--- src/rtl/compute_s_pkg.sv ---
// Shared types, constants and the DCT coefficient helper for the second IDCT
// matrix stage (S = C^T * T).
package compute_s_pkg;

  localparam int BLK_N      = 8;
  localparam int MAC_CYCLES = 512;
  localparam int PIPE_DEPTH = 3;

  typedef enum logic [1:0] {
    S_IDLE,
    S_MAC,
    S_DRAIN,
    S_DONE
  } state_t;

  // C[k][i] = 2048*cos((2i+1)k*pi/16), truncated toward zero; row 0 is 1448.
  // The angle index is folded into the first quadrant so only 8 magnitudes are kept.
  function automatic logic signed [11:0] dctCoef(input logic [2:0] k, input logic [2:0] i);
    logic [6:0]  m;
    logic [4:0]  f;
    logic        neg;
    logic [11:0] mag;
    m   = 7'({3'd0, i, 1'b1} * {4'd0, k});
    f   = m[4:0];
    neg = 1'b0;
    if (f > 5'd16) f = 5'd0 - f;
    if (f > 5'd8) begin
      neg = 1'b1;
      f   = 5'd16 - f;
    end
    case (f)
      5'd1:    mag = 12'd2008;
      5'd2:    mag = 12'd1892;
      5'd3:    mag = 12'd1702;
      5'd4:    mag = 12'd1448;
      5'd5:    mag = 12'd1137;
      5'd6:    mag = 12'd783;
      5'd7:    mag = 12'd399;
      default: mag = 12'd0;
    endcase
    if (k == 3'd0) begin
      mag = 12'd1448;
      neg = 1'b0;
    end
    return neg ? -$signed(mag) : $signed(mag);
  endfunction

endpackage

--- src/rtl/compute_s_coeff_rom.sv ---
// Combinational DCT coefficient ROM: address {k,i} returns C[k][i].
module dct_coeff_rom
  import compute_s_pkg::*;
#(
  parameter int COEF_W = 12
) (
  input  logic        [5:0]        i_addr,
  output logic signed [COEF_W-1:0] o_coef
);

  logic signed [11:0] w_coef;

  assign w_coef = dctCoef(i_addr[5:3], i_addr[2:0]);
  assign o_coef = COEF_W'(w_coef);

endmodule

--- src/rtl/compute_s.sv ---
// Second IDCT matrix stage: S = C^T * T, one MAC per clock, written element by
// element to port B of the S RAM.
module compute_s
  import compute_s_pkg::*;
#(
  parameter int COEF_W = 12,
  parameter int ACC_W  = 48
) (
  input  logic        Clock_50,
  input  logic        Resetn,
  input  logic        start,
  output logic        finish,
  output logic [6:0]  Address_T,
  input  logic [31:0] Data_out_T,
  output logic [6:0]  Address_S_b,
  output logic [31:0] Write_data_S_b,
  output logic        Write_enable_S_b
);

  localparam int PROD_W = 32 + COEF_W;

  state_t r_state, w_nextState;

  logic [2:0] r_k, r_j, r_i;
  logic [1:0] r_drainCnt;
  logic [$clog2(MAC_CYCLES)-1:0] w_issueIdx;
  logic w_lastAddr;
  logic w_inMac;

  logic       r_v1;
  logic [2:0] r_k1, r_i1, r_j1;

  logic                     r_v2, r_first2, r_last2;
  logic        [5:0]        r_e2;
  logic signed [PROD_W-1:0] r_prod;
  logic signed [PROD_W-1:0] w_prod;
  logic signed [COEF_W-1:0] w_coef;

  logic signed [ACC_W-1:0] r_acc, w_accNext;
  logic        [31:0]      w_sat;
  logic                    r_we;
  logic        [6:0]       r_waddr;
  logic        [31:0]      r_wdata;

  assign w_inMac    = (r_state == S_MAC);
  assign w_issueIdx = {r_i, r_j, r_k};
  assign w_lastAddr = w_inMac && (w_issueIdx == $bits(w_issueIdx)'(MAC_CYCLES - 1));

  dct_coeff_rom #(.COEF_W(COEF_W)) u_rom (
    .i_addr (6'({r_k1, r_i1})),
    .o_coef (w_coef)
  );

  always_ff @(posedge Clock_50 or negedge Resetn) begin
    if (!Resetn) r_state <= S_IDLE;
    else         r_state <= w_nextState;
  end

  always_comb begin
    w_nextState = r_state;
    case (r_state)
      S_IDLE:  if (start) w_nextState = S_MAC;
      S_MAC:   if (w_lastAddr) w_nextState = S_DRAIN;
      S_DRAIN: if (r_drainCnt == 2'(PIPE_DEPTH - 1)) w_nextState = S_DONE;
      S_DONE:  w_nextState = S_IDLE;
      default: w_nextState = S_IDLE;
    endcase
  end

  always_comb begin
    Address_T = 7'd0;
    finish    = 1'b0;
    if (r_state == S_MAC)  Address_T = {1'b0, r_k, r_j};
    if (r_state == S_DONE) finish = 1'b1;
  end

  // Issue counters: k fastest, then j, then i; all wrap back to 0 after the last address.
  always_ff @(posedge Clock_50 or negedge Resetn) begin
    if (!Resetn) begin
      r_k        <= 3'd0;
      r_j        <= 3'd0;
      r_i        <= 3'd0;
      r_drainCnt <= 2'd0;
    end else begin
      if (w_inMac) begin
        r_k <= r_k + 3'd1;
        if (r_k == 3'(BLK_N - 1)) begin
          r_j <= r_j + 3'd1;
          if (r_j == 3'(BLK_N - 1)) r_i <= r_i + 3'd1;
        end
      end
      r_drainCnt <= (r_state == S_DRAIN) ? r_drainCnt + 2'd1 : 2'd0;
    end
  end

  assign w_prod = $signed(Data_out_T) * w_coef;

  always_ff @(posedge Clock_50 or negedge Resetn) begin
    if (!Resetn) begin
      r_v1     <= 1'b0;
      r_k1     <= 3'd0;
      r_i1     <= 3'd0;
      r_j1     <= 3'd0;
      r_v2     <= 1'b0;
      r_first2 <= 1'b0;
      r_last2  <= 1'b0;
      r_e2     <= 6'd0;
      r_prod   <= '0;
    end else begin
      r_v1     <= w_inMac;
      r_k1     <= r_k;
      r_i1     <= r_i;
      r_j1     <= r_j;
      r_v2     <= r_v1;
      r_first2 <= (r_k1 == 3'd0);
      r_last2  <= (r_k1 == 3'(BLK_N - 1));
      r_e2     <= {r_i1, r_j1};
      r_prod   <= w_prod;
    end
  end

  assign w_accNext = r_first2 ? ACC_W'(r_prod) : r_acc + ACC_W'(r_prod);

  // Saturate when the bits above bit 31 are not a pure sign extension.
  always_comb begin
    w_sat = w_accNext[31:0];
    if (!w_accNext[ACC_W-1] && (|w_accNext[ACC_W-2:31]))
      w_sat = 32'h7FFF_FFFF;
    else if (w_accNext[ACC_W-1] && !(&w_accNext[ACC_W-2:31]))
      w_sat = 32'h8000_0000;
  end

  always_ff @(posedge Clock_50 or negedge Resetn) begin
    if (!Resetn) begin
      r_acc   <= '0;
      r_we    <= 1'b0;
      r_waddr <= 7'd0;
      r_wdata <= 32'd0;
    end else begin
      if (r_v2) r_acc <= w_accNext;
      r_we    <= r_v2 && r_last2;
      r_waddr <= (r_v2 && r_last2) ? {1'b0, r_e2} : 7'd0;
      r_wdata <= (r_v2 && r_last2) ? w_sat : 32'd0;
    end
  end

  assign Write_enable_S_b = r_we;
  assign Address_S_b      = r_waddr;
  assign Write_data_S_b   = r_wdata;

endmodule

--- config.mk ---
export PLATFORM = sky130hd
export DESIGN_NAME = compute_s
export DESIGN_NICKNAME = d
export VERILOG_FILES = /design/src/rtl/compute_s_pkg.sv /design/src/rtl/compute_s_coeff_rom.sv /design/src/rtl/compute_s.sv
export SDC_FILE = /design/constraint.sdc
export NUM_CORES = 1
export LEC_CHECK = 0
export ABC_AREA = 0
export ABC_CLOCK_PERIOD_IN_PS = 11400
export CAP_MARGIN = 5
export CORE_MARGIN = 2
export CORE_UTILIZATION = 59
export CTS_BUF_LIST = sky130_fd_sc_hd__clkbuf_4 sky130_fd_sc_hd__clkbuf_8
export CTS_CLUSTER_SIZE = 8
export DETAILED_ROUTE_END_ITERATION = 10
export GPL_TIMING_DRIVEN = 0
export PLACE_DENSITY = 0.8
export SLEW_MARGIN = 20
export SYNTH_ARGS = -nofsm -noshare
export SYNTH_HDL_FRONTEND = slang
export SYNTH_HIERARCHICAL = 1
export SYNTH_SLANG_ARGS = --single-unit
--- constraint.sdc ---
create_clock -name Clock_50 -period 11.4 [get_ports Clock_50]
set_clock_uncertainty 0.15 [all_clocks]
set_input_delay 2.28 -clock Clock_50 [delete_from_list [all_inputs] [get_ports Clock_50]]
set_output_delay 2.28 -clock Clock_50 [all_outputs]
set_load 0.02 [all_outputs]
==> results of run 1 <==
==> metrics by stage <==
stage / cell area, sq um / setup WS, ns / util, %
after global placement: 24000 / -1.07 / 63.7
final: 24900 / 0.238 / 66.2
after detailed placement: 24000 / -1.32 / 63.8
after CTS: 24500 / -0.0780 / 65.1
after floorplan: 22600 / 0.753 / -
after global routing: 24900 / -0.137 / 66.2
==> cell families after synthesis <==
group / synth area share (%)
AOI/OAI and AO/OA: 12.8
buffers and inverters: 9.53
and+or+nand+nor: 15.7
muxes: 1.53
DFF: 18.1
other: 0.0166
adders and majority gates: 38.9
xor gates and xnor gates: 3.55
==> layout make-up <==
cell class                      count  area [sq um]
Buffer                            128           607
Clock buffer                       19           255
Clock inverter                     13           125
Fill cell                        3078         12700
Inverter                          430          1610
Multi-Input combinational cell   1823         16600
Sequential cell                   163          4080
Tap cell                          511           639
Timing Repair Buffer              102          1000
==> power by group through the flow <==
stage | logic (mW) | clock network, mW | registers (mW)
6_report | 5.09 | 0.414 | 0.959
5_1_grt | 5.64 | 0.448 | 0.974
4_1_cts | 4.97 | 0.423 | 0.954
3_5_place_dp | 4.93 | 0 | 0.963
3_3_place_gp | 4.80 | 0 | 0.958
2_1_floorplan | 3.79 | 0 | 0.912
==> sequential cells by signal, summed over array words and instances (netlist names), 2 cells and up <==
name / count
Address_S_b: 6
Write_data_S_b: 32
r_acc: 48
r_drainCnt: 2
r_e2: 6
r_i: 3
r_i1: 3
r_j: 3
r_j1: 3
r_k: 3
r_k1: 3
r_prod: 44
r_state: 2
==> placed cells by master, fill, tap and decap left out, types with 6 or more instances in the layout <==
cell type | netlist | routed
a21o_1 | 39 | 39
buf_4 | 3 | 25
dfrtp_1 | 163 | 163
clkbuf_8 | 0 | 18
a31oi_1 | 10 | 10
fa_1 | 342 | 342
nand3_1 | 28 | 27
clkdlybuf4s50_1 | 0 | 79
clkbuf_1 | 99 | 77
and2_1 | 119 | 119
xor2_1 | 24 | 22
a21oi_2 | 31 | 34
nor2b_1 | 11 | 11
mux2i_1 | 22 | 18
o21ai_0 | 70 | 68
o211ai_1 | 10 | 10
ha_1 | 154 | 152
xnor2_1 | 62 | 59
and3_1 | 23 | 23
clkbuf_2 | 0 | 12
inv_1 | 428 | 427
o21ai_1 | 16 | 13
o21bai_1 | 15 | 14
buf_2 | 17 | 17
a21oi_1 | 140 | 137
nand2_1 | 339 | 338
nor2_1 | 161 | 157
nand2b_1 | 11 | 11
a21boi_0 | 6 | 6
mux2_2 | 9 | 9
or3_1 | 9 | 9
a211oi_1 | 20 | 19
o21a_1 | 20 | 20
clkbuf_4 | 0 | 7
nor3_1 | 20 | 18
nand4_1 | 26 | 26
==> layer usage <==
layer | vias up | global-route usage (%) | wire (um)
met5 | - | 0 | 13
met4 | 2 | 11.5 | 2360
met3 | 161 | 5.06 | 4670
met1 | 9022 | 42.0 | 25300
met2 | 828 | 52.5 | 28700
li1 | 8297 | - | -
==> critical path: cells and delay by family, from the launching register on <==
kind            cells  cell delay [ns]
compound gates     14             3.46
xor+xnor            3             0.64
fa+ha+maj          10             4.26
buf+inv             9             0.94
flops               1             0.40
simple gates        7             1.23
==> worst paths after layout <==
kind	to	from	slack (ns)	cells past startpoint
max in group asynchronous	r_acc[20]	Resetn	8.70	2
setup / recovery	r_prod[40]	r_k1[0]	0.24	43
setup reg to reg	r_prod[40]	r_k1[0]	0.24	43
min in group asynchronous	Address_S_b[0]	Resetn	1.59	1
hold / removal	r_v2	r_v1	0.21	0
hold reg to reg	r_v2	r_v1	0.21	0
==> repair_timing <==
action / in CTS / in global routing
buffers inserted: 2 / 19
setup endpoints to repair: 15 / 12
resized for setup: 30 / 84
pin swaps: 2 / 13
==> flow_metrics.env, run 1 <==
export IMPL_worst_path_max_delay_cell="or4_4"
export IMPL_dieArea_sq_um=39800
export IMPL_antenna_left=0
export IMPL_post_route_period_util_pct=97.9
export IMPL_drive_gt1_share_pct=7.54
export IMPL_relSlewSlack_pct=14.2
export IMPL_hold_buffers=0
export IMPL_hpwl_mm=49.0
export IMPL_synthesis_area_sq_um=22600
export IMPL_cp_arrival_ns=11.42
export IMPL_antenna_found_initial=1
export IMPL_routedWlPerCell_um=19.1
export IMPL_path_clk_slew_ns=0.09
export IMPL_power_density_nw_per_um2=259
export IMPL_timing_final_setup_violations=0
export IMPL_yosysWarnings=6
export IMPL_diodes=0
export IMPL_fmax_mhz=89.6
export IMPL_dr_pass1_iters=6
export IMPL_areaGrowthSynthToFinish_pct=10.5
export IMPL_grt_remaining_overflow=0
export IMPL_p_clk_share_pct=6.4
export IMPL_leakage_nw=12.1
export IMPL_cpMostUsedCell="fa_1"
export IMPL_synthArstFlopShare_pct=100
export IMPL_ctsRootBufferMaster="clkbuf_8"
export IMPL_htree_levels=4
export IMPL_fp_dieW_um=200
export IMPL_worst_slew_pin_slew_ns=1.28
export IMPL_synth_edf_count=0
export IMPL_synthCells=2543
export IMPL_core_area_sq_um=37700
export IMPL_rows=71
export IMPL_cp_required_ns=11.66
export IMPL_synthTopCellsByArea="fa_1, dfrtp_1, ha_1"
export IMPL_yosys_area_top_type="fa_1"
export IMPL_worstSetupEndpointType="register"
export IMPL_swShare_pct=53.3
export IMPL_ys_seq_elements=163
export IMPL_clock_sinks=163
export IMPL_grt_usage_pct=31.6
export IMPL_ys_seq_area_share_pct=18.1
export IMPL_cts_buffers=17
export IMPL_status="finished, final reports clean"
export IMPL_synthDistinctLibCells=89
export IMPL_startpoint_type="register"
export IMPL_p_int_mw=3.02
export IMPL_drt_wl_total_mm=61.0
export IMPL_drv_cap=0
export IMPL_gp_congestion=0.963
export IMPL_synth_top_cell_area_share_pct=30.3
export IMPL_p_seq_share_pct=14.8
export IMPL_drc=0
export IMPL_grt_pass1_wl_mm=96.8
export IMPL_drt_initial_drc_count=1422
export IMPL_pin_count=83
export IMPL_finalPower_mw=6.46
export IMPL_setup_tns_final_ns=0
export IMPL_vias=18300
export IMPL_path_class="register to register"
export IMPL_hp_class="register to register"
export IMPL_crit_path_max_fanout=10
export IMPL_slowest_delay_ns=0.55
export IMPL_finalNetCount=3196
export IMPL_hold_viol_final=0
export IMPL_fin_hold_ws_ns=0.205
export IMPL_ir_drop_uv=217
export IMPL_synth_most_common_cell="inv_1"
export IMPL_cts_max_path_buffers=2
export IMPL_die_y_um=200
export IMPL_cts_tree="built"
export IMPL_via_per_inst=5.74
export IMPL_p_switching_mw=3.44
export IMPL_grt_max_degree=85
export IMPL_fin_crit_ns=11.16
export IMPL_port_buffers=80
export IMPL_synth_commonest_cells="inv_1, fa_1, nand2_1, dfrtp_1, nor2_1"
export IMPL_synth_avg_cell_area_sq_um=8.87
export IMPL_grt_pass1_vias=18700
export IMPL_dominantRegCellSynth="dfrtp_1"
export IMPL_finalNonFillerCells=3189
export IMPL_slew_viol_final=0
export IMPL_combPwrFrac_pct=78.8
export IMPL_clk_latency_ns=0.49
export IMPL_start_util_pct=59.9
export IMPL_dp_cells=3136
Note: power is estimated with default switching activity, not from simulation.
==> run 2, diff against run 1 <==
--- a/config.mk
+++ b/config.mk
@@ -9,12 +9,13 @@
 export ABC_CLOCK_PERIOD_IN_PS = 11400
 export CAP_MARGIN = 5
 export CORE_MARGIN = 2
-export CORE_UTILIZATION = 59
+export CORE_UTILIZATION = 50
 export CTS_BUF_LIST = sky130_fd_sc_hd__clkbuf_4 sky130_fd_sc_hd__clkbuf_8
 export CTS_CLUSTER_SIZE = 8
 export DETAILED_ROUTE_END_ITERATION = 10
 export GPL_TIMING_DRIVEN = 0
-export PLACE_DENSITY = 0.8
+export PLACE_DENSITY = 0.7
+export SKIP_LAST_GASP = 1
 export SLEW_MARGIN = 20
 export SYNTH_ARGS = -nofsm -noshare
 export SYNTH_HDL_FRONTEND = slang
==> run 2 against run 1 <==
  * Sequential power is essentially flat
  * Final cell count grew 2.2%
  * Worst hold slack lost 0.0028 ns
  * Non-clock buffer count shrank 9
  * Count of clock-buffer cells in the layout is the same
  * Die area grew 18%
  * Via count shrank 1.8%
  * Maximum frequency grew 1.3%
  * Largest cell class unchanged
==> flow_metrics.env, run 2 (synthesis gave the netlist of run 1 again) <==
export IMPL_cp_required_ns=11.66
export IMPL_grt_max_degree=85
export IMPL_post_route_period_util_pct=96.6
export IMPL_cp_arrival_ns=11.27
export IMPL_start_util_pct=50.8
export IMPL_largest_reg_flops=48
export IMPL_grt_remaining_overflow=0
export IMPL_rsz0062_at_grt="yes"
export IMPL_fmax_mhz=90.8
export IMPL_cts_buffers=17
export IMPL_leakage_nw=12.1
export IMPL_slew_viol_final=0
export IMPL_cpMostUsedCell="fa_1"
export IMPL_routedWlPerCell_um=18.7
export IMPL_p_seq_share_pct=14.9
export IMPL_ctsRootBufferMaster="clkbuf_8"
export IMPL_status="finished, final reports clean"
export IMPL_antenna_left=0
export IMPL_hp_start="r_j1[1]"
export IMPL_place_area_sq_um=24100
export IMPL_crit_family="adder cells"
export IMPL_rows=77
export IMPL_drc=0
export IMPL_swShare_pct=53.1
export IMPL_grt_usage_pct=27.0
export IMPL_die_y_um=216
export IMPL_p_int_mw=3.02
export IMPL_crit_path_max_fanout=10
export IMPL_final_common_cell="inv_1"
export IMPL_p_switching_mw=3.42
export IMPL_startpoint_type="register"
export IMPL_via_per_inst=5.52
export IMPL_cp_num_buf_inv=9
export IMPL_fin_crit_ns=11.02
export IMPL_timing_final_setup_violations=0
export IMPL_reg2reg_from="r_k1[0]"
export IMPL_fp_dieW_um=216
export IMPL_worst_slew_pin_slew_ns=1.08
export IMPL_drt_initial_drc_count=1513
export IMPL_clock_sinks=163
export IMPL_cts_max_path_buffers=2
export IMPL_layout_common_cells="inv_1, fa_1, nand2_1"
export IMPL_hold_viol_final=0
export IMPL_cts_tree="built"
export IMPL_antenna_found_initial=0
export IMPL_vias=18000
export IMPL_hp_class="register to register"
export IMPL_slowest_delay_ns=0.56
export IMPL_core_area_sq_um=44400
export IMPL_power_density_nw_per_um2=259
export IMPL_drive_gt1_share_pct=6.90
export IMPL_htree_levels=4
export IMPL_worst_path_max_delay_cell="or4_4"
export IMPL_drt_wl_total_mm=61.0
export IMPL_gp_congestion=0.939
export IMPL_dp_cells=3217
export IMPL_grt_pass1_vias=18600
export IMPL_dieArea_sq_um=46800
export IMPL_relSlewSlack_pct=28.0
export IMPL_top_register="r_acc"
export IMPL_worstSetupEndpointType="register"
export IMPL_ir_drop_uv=156
export IMPL_finalNetCount=3187
export IMPL_drv_cap=0
export IMPL_pin_count=83
export IMPL_finalPower_mw=6.44
export IMPL_diodes=0
export IMPL_port_buffers=80
export IMPL_clk_latency_ns=0.49
export IMPL_path_clk_slew_ns=0.09
export IMPL_hold_buffers=0
export IMPL_dr_pass1_iters=5
export IMPL_postLayoutCellArea_sq_um=24900
export IMPL_combPwrFrac_pct=78.1
export IMPL_finalNonFillerCells=3260
export IMPL_p_clk_share_pct=7.0
export IMPL_hpwl_mm=49.3
export IMPL_areaGrowthSynthToFinish_pct=10.4
export IMPL_grt_pass1_wl_mm=99.5
export IMPL_path_class="register to register"
export IMPL_cp_startpoint="r_k1[0]"
export IMPL_num_fill_cells=3930
-- run 2: cell count changes in the layout (fill, tap and decap cells not counted), sizes merged --
cell and delta:
clkinv -2, inv -2, clkinvlp +2, clkbuf +1, bufinv +1, buf -10
-- run 2: worst paths after layout --
check,endpoint,slack (ns),cells after the start
max,r_prod[40],0.38,43
min,r_e2[1],0.20,0
max reg2reg,r_prod[40],0.38,43
min reg2reg,r_e2[1],0.20,0
max in group asynchronous,r_prod[14],8.66,2
min in group asynchronous,r_drainCnt[0],1.60,1
-- run 2: area by class of cell --
class	count	area (sq um)	area share, %
plain buffers	128	588	2.36
repair buffers	93	923	3.71
clock inverters	12	146	0.588
flip-flops and latches	163	4080	16.4
well taps	592	741	2.97
multi-input cells	1823	16600	66.5
inverters	430	1610	6.48
clock buffers	19	262	1.05
-- run 2: worst register-to-register path, delay by kind of cell, from the launching register on --
family,cells,cell delay [ns]
flops,1,0.41
fa+ha+maj,10,4.27
mux,1,0.12
simple gates,7,1.29
xor+xnor,3,0.63
compound gates,13,3.24
buf+inv,9,0.84
-- run 2: stage by stage --
step                setup TNS, ns  utilization [%]  setup slack, ns  hold WS, ns
floorplan                       0                -            0.753        0.181
global placement            -6.56             54.3            -1.19        0.182
detailed placement          -8.62             54.3            -1.37        0.188
CTS                             0             55.7           0.0135        0.204
global route              -0.0987             56.1          -0.0552        0.213
finish                          0             56.1            0.385        0.203
-- run 2: timing repair --
item                                    4_1_cts  5_1_grt
endpoints found under the setup margin       17        9
gates resized for setup                      39       46
pin swaps                                     3        5
buffers inserted                              5        7
-- run 2: power groups by stage --
stage / Combinational [mW] / Clock (mW) / Sequential [mW]
after global placement: 4.85 / 0 / 0.961
final: 5.03 / 0.449 / 0.961
after CTS: 4.99 / 0.456 / 0.956
after floorplan: 3.79 / 0 / 0.912
after global routing: 5.63 / 0.478 / 0.979
after detailed placement: 4.94 / 0 / 0.965
-- run 2: layer usage --
metal / share of wire, % / wire [um] / global-route usage, % / up-vias
li1: - / - / - / 8282
met2: 46 / 28000 / 43.2 / 669
met3: 7.1 / 4300 / 3.69 / 109
met5: 0 / 0 / 0 / -
met4: 3.3 / 2030 / 9.77 / 0
met1: 44 / 26700 / 37.8 / 8921
==> run 3, diff against run 2 <==
--- a/config.mk
+++ b/config.mk
@@ -5,7 +5,6 @@
 export SDC_FILE = /design/constraint.sdc
 export NUM_CORES = 1
 export LEC_CHECK = 0
-export ABC_AREA = 0
 export ABC_CLOCK_PERIOD_IN_PS = 11400
 export CAP_MARGIN = 5
 export CORE_MARGIN = 2
==> results of run 3 <==
The final DEF is identical to that of run 2; final timing and power are the same.
